==> config.mk <==
export PLATFORM = sky130hd
export DESIGN_NAME = uart_receiver
export DESIGN_NICKNAME = d
export VERILOG_FILES = /design/src/rtl/uart_receiver.sv
export SDC_FILE = /design/constraint.sdc
export NUM_CORES = 1
export LEC_CHECK = 0
export ABC_AREA = 1
export CAP_MARGIN = 20
export CORE_MARGIN = 4
export CORE_UTILIZATION = 27
export DETAILED_ROUTE_END_ITERATION = 7
export PLACE_DENSITY = 0.53
export RECOVER_POWER = 25
export SLEW_MARGIN = 30
export SYNTH_ARGS = -nofsm -noshare
export SYNTH_HDL_FRONTEND = slang
export SYNTH_SLANG_ARGS = --single-unit
==> constraint.sdc <==
create_clock -name clk -period 2.4 [get_ports clk]
set_input_delay 0.48 -clock clk [delete_from_list [all_inputs] [get_ports clk]]
set_output_delay 0.48 -clock clk [all_outputs]
set_load 0.01 [all_outputs]
==> src/rtl/uart_receiver.sv <==
// rtl/uart_receiver.sv - 8N1 UART receiver with a first-word-fall-through receive FIFO
module uart_receiver #(
    parameter int CLKS_PER_BIT = 87,
    parameter int FIFO_DEPTH   = 4
) (
    input  logic                          clk,
    input  logic                          rst_n,
    input  logic                          rx,
    input  logic                          rd_en,
    output logic [7:0]                    rx_data,
    output logic                          rx_valid,
    output logic [$clog2(FIFO_DEPTH):0]   fifo_count,
    output logic                          frame_err,
    output logic                          overrun,
    output logic                          busy
);
    localparam int CNT_W = $clog2(CLKS_PER_BIT);
    localparam int PTR_W = $clog2(FIFO_DEPTH);
    localparam logic [CNT_W-1:0] CNT_BIT   = CNT_W'(CLKS_PER_BIT - 1);
    localparam logic [CNT_W-1:0] CNT_HALF  = CNT_W'(CLKS_PER_BIT / 2 - 1);
    localparam logic [PTR_W:0]   COUNT_MAX = (PTR_W + 1)'(FIFO_DEPTH);

    typedef enum logic [2:0] {IDLE, START, DATA, STOP, WAIT_IDLE} state_t;

    state_t           state;
    state_t           state_next;
    logic             sync_meta;
    logic             rx_s;
    logic [CNT_W-1:0] cnt;
    logic [2:0]       bit_idx;
    logic [7:0]       shreg;
    logic [7:0]       mem [FIFO_DEPTH];
    logic [PTR_W-1:0] wr_ptr;
    logic [PTR_W-1:0] rd_ptr;
    logic             tick;
    logic             push_req;
    logic             ferr_req;
    logic             full;
    logic             do_push;
    logic             do_pop;

    always_ff @(posedge clk or negedge rst_n) begin
        if (!rst_n) begin
            sync_meta <= 1'b1;
            rx_s      <= 1'b1;
        end else begin
            sync_meta <= rx;
            rx_s      <= sync_meta;
        end
    end

    always_ff @(posedge clk or negedge rst_n) begin
        if (!rst_n) state <= IDLE;
        else        state <= state_next;
    end

    always_comb begin
        state_next = state;
        case (state)
            IDLE:      if (!rx_s) state_next = START;
            START:     if (tick) state_next = rx_s ? IDLE : DATA;
            DATA:      if (tick && bit_idx == 3'd7) state_next = STOP;
            STOP:      if (tick) state_next = rx_s ? IDLE : WAIT_IDLE;
            // a held-low line (break) must go high before a new start is accepted
            WAIT_IDLE: if (rx_s) state_next = IDLE;
            default:   state_next = IDLE;
        endcase
    end

    always_comb begin
        tick     = (cnt == '0);
        busy     = (state != IDLE);
        push_req = (state == STOP) && tick && rx_s;
        ferr_req = (state == STOP) && tick && !rx_s;
    end

    always_ff @(posedge clk or negedge rst_n) begin
        if (!rst_n) begin
            cnt     <= '0;
            bit_idx <= '0;
            shreg   <= '0;
        end else begin
            case (state)
                IDLE: if (!rx_s) cnt <= CNT_HALF;
                START: begin
                    if (!tick) begin
                        cnt <= cnt - 1'b1;
                    end else if (!rx_s) begin
                        cnt     <= CNT_BIT;
                        bit_idx <= '0;
                    end
                end
                DATA: begin
                    if (!tick) begin
                        cnt <= cnt - 1'b1;
                    end else begin
                        shreg   <= {rx_s, shreg[7:1]};
                        cnt     <= CNT_BIT;
                        bit_idx <= bit_idx + 1'b1;
                    end
                end
                STOP: if (!tick) cnt <= cnt - 1'b1;
                default: ;
            endcase
        end
    end

    // a pop in the same cycle frees the slot, so a full FIFO still accepts the push
    always_comb begin
        full     = (fifo_count == COUNT_MAX);
        rx_valid = (fifo_count != '0);
        rx_data  = mem[rd_ptr];
        do_pop   = rd_en && rx_valid;
        do_push  = push_req && (!full || do_pop);
    end

    always_ff @(posedge clk or negedge rst_n) begin
        if (!rst_n) begin
            for (int i = 0; i < FIFO_DEPTH; i++) mem[i] <= '0;
            wr_ptr     <= '0;
            rd_ptr     <= '0;
            fifo_count <= '0;
            frame_err  <= 1'b0;
            overrun    <= 1'b0;
        end else begin
            if (do_push) begin
                mem[wr_ptr] <= shreg;
                wr_ptr      <= wr_ptr + 1'b1;
            end
            if (do_pop) rd_ptr <= rd_ptr + 1'b1;
            case ({do_push, do_pop})
                2'b10:   fifo_count <= fifo_count + 1'b1;
                2'b01:   fifo_count <= fifo_count - 1'b1;
                default: fifo_count <= fifo_count;
            endcase
            frame_err <= ferr_req;
            overrun   <= push_req && full && !do_pop;
        end
    end
endmodule
==> results.ini <==
[cts]
clock_latency_ps = 330
cts-root-buf = clkbuf_16
cts_tree = done
cts_sinks = 64
numCtsBuffers = 9
clockBufferDepth = 2
ctsHoldBuffers = 0
h-tree-depth = 3
clkSlewWorstSetupHoldPaths_ps = 60

[grt]
met3_usage_pct = 2.547
top_usage_layer = met2
grt_pass1_vias = 2700
grt_use_met2_pct = 17.34
grtUsageMet1_pct = 15.86
antenna_found_initial = 0
gr-total-overflow = 0
grt_max_degree = 65
grt_pass1_wl_mm = 13.19
track_usage_pct = 11.58

[placement]
post-place-ws_ps = 92.20
hpwlAfterDp_mm = 5.035
portBuffers = 18
place_congestion = 0.7899

[critical_path]
critPathCaptureType = output port
arrival_ps = 1820
crit_type = register to output port
crit_fanout = 7
crit_required_ps = 1920
startpoint_type = register

[final_layout]
final_common_cell = nand2_1
drive_gt1_share_pct = 12.06
area_delta_synth_final_pct = 22.33
fill_cells = 1175
finish.utilization_pct = 34.26
final_nets = 431
final_cell_mix = nand2_1 (124), dfrtp_1 (61), nand4_1 (34), nor2_1 (31), o21ai_0 (23)
n_antenna_cell = 0

[drt]
drt-initial-drc-count = 178
drtPass1Iterations = 5
detail_route.drc_violations = 0
num_vias = 2691
vias_per_cell = 4.754
wl_per_cell_um = 13.37
ant_nets = 0
wl_mm = 7.566

[floorplanning]
row_count = 39
io_pins = 19
dieArea_um2 = 13810
die_w_um = 117.5
start_util_pct = 28.01
core_area_um2 = 11560
die_y_um = 117.5

[job]
maxCapViolCount = 1

[synth]
avgSynthCellArea_um2 = 8.285
syn_area_um2 = 3239
synth_nets = 404
ys_types = 30
ys_seq_area_share_pct = 49.52
ys_ff_latch = 64
netlist_instances = 391
yosys_warnings = 0

[power]
irDropWorstVdd_uv = 333.8
powerDensity_nw_per_um2 = 1126
power_uw = 4460
p_leak_uw = 0.002050

[timing]
worst_slack_ps = 95.47
hold_violations = 0
min_period_ps = 2305
max_freq_mhz = 433.9
period_share_pct = 96.02
tightest_slew_ps = 1590
finalSetupViolCount = 0
drv_slew = 65
rsz0062_at_grt = false
finalClockSkew_ps = 8.685
setup_tns_ps = 0
relSlewSlack_pct = -6.001

[outcome]
violations = capacitance limit, slew limit
status = finished with violations

[min_path]
hold_path.class = register to register

-- flip-flops by register name, summed over array words and instances, names as in the netlist, 2 cells and up --
signal	cells
state	3
bit_idx	3
cnt	7
fifo_count	3
rd_ptr	2
wr_ptr	2
mem	32
shreg	8
-- final timing paths --
check,from,slack [ps],depth (start not counted),endpoint
setup reg to reg,cnt[0],200,11,fifo_count[1]
setup / recovery,rd_ptr[0],100,5,rx_data[4]
max in group asynchronous,rst_n,720,2,rd_ptr[0]
hold / removal,sync_meta,360,0,rx_s
hold reg to reg,sync_meta,360,0,rx_s
min in group asynchronous,rst_n,630,2,cnt[0]
-- through the flow --
stage / instances / area [um^2] / hold slack (ps)
2_1_floorplan: 391 / 3239 / 184.4
3_3_place_gp: 544 / 3573 / 346.1
3_5_place_dp: 544 / 3573 / 349.4
4_1_cts: 561 / 3906 / 173.4
5_1_grt: 566 / 3963 / 361.1
6_report: 566 / 3963 / 355.4
-- synthesized netlist by cell type --
| master | n | area, um^2 |
|---|---|---|
| ha_1 | 8 | 100.1 |
| fa_1 | 1 | 20.02 |
| a21oi_1 | 7 | 35.03 |
| buf_6 | 4 | 45.04 |
| dfrtp_1 | 62 | 1551 |
| nor2_1 | 31 | 116.4 |
| buf_4 | 1 | 7.510 |
| nand2_2 | 1 | 6.260 |
| a31oi_1 | 1 | 6.260 |
| xnor2_1 | 1 | 8.760 |
| nor2_2 | 2 | 12.51 |
| nor2_4 | 2 | 22.52 |
| nand3_2 | 2 | 20.02 |
| o22ai_1 | 8 | 50.05 |
| o21ai_1 | 8 | 40.04 |
| inv_2 | 4 | 15.01 |
| nor4_1 | 1 | 6.260 |
| nand3_1 | 19 | 95.09 |
| inv_1 | 23 | 86.33 |
| o21ai_0 | 25 | 125.1 |
| buf_2 | 2 | 10.01 |
| xor2_1 | 4 | 35.03 |
| clkbuf_1 | 9 | 33.78 |
| dfstp_2 | 2 | 52.55 |
| nand4_1 | 34 | 212.7 |
| nor3_4 | 1 | 16.27 |
| nand2_1 | 124 | 465.5 |
| buf_1 | 1 | 3.750 |
| nor3_1 | 1 | 5.000 |
| nand3_4 | 2 | 35.03 |
-- logic make-up after synthesis --
| group | share of synthesized area, % |
|---|---|
| simple gates | 31.29 |
| xor+xnor | 1.352 |
| flops | 49.52 |
| compound gates | 7.918 |
| fa+ha+maj | 3.708 |
| buf+inv | 6.218 |
-- final cells by class --
cell class / instances / area, um^2 / area share (%)
repair buffers: 32 / 307.8 / 7.768
inverters: 27 / 107.6 / 2.715
clock inverters: 7 / 96.34 / 2.431
well taps: 143 / 178.9 / 4.515
multi-input cells: 283 / 1434 / 36.19
flip-flops and latches: 64 / 1605 / 40.51
repair inverters: 1 / 7.507 / 0.1895
clock buffers: 9 / 225.2 / 5.684
-- layer usage --
metal | routed length [um] | part of all wire (%)
met4 | 155 | 2.0
met3 | 277 | 3.7
met2 | 3476 | 46
met1 | 3657 | 48
met5 | 0 | 0
-- critical path: stages, from the launching register on --
cell and delay [ps]:
dfrtp_2 450, clkinvlp_4 150, buf_4 130, nor2_1 30, o22ai_1 160, clkdlybuf4s50_1 570
-- timing repair --
action	in CTS	in global routing
pin swaps	0	1
buffers inserted	1	4
cloned	0	1
setup endpoints to repair	8	8
gates resized for setup	2	12
-- report_power, final --
group          switching (uW)  internal [uW]  leakage [uW]  total (uW)
Clock                     489            910      0.000159        1400
Combinational             957            711       0.00103        1670
Sequential                180           1210      0.000860        1390
Total                    1630           2830       0.00205        4460
Power figures use the tool's default switching activity.
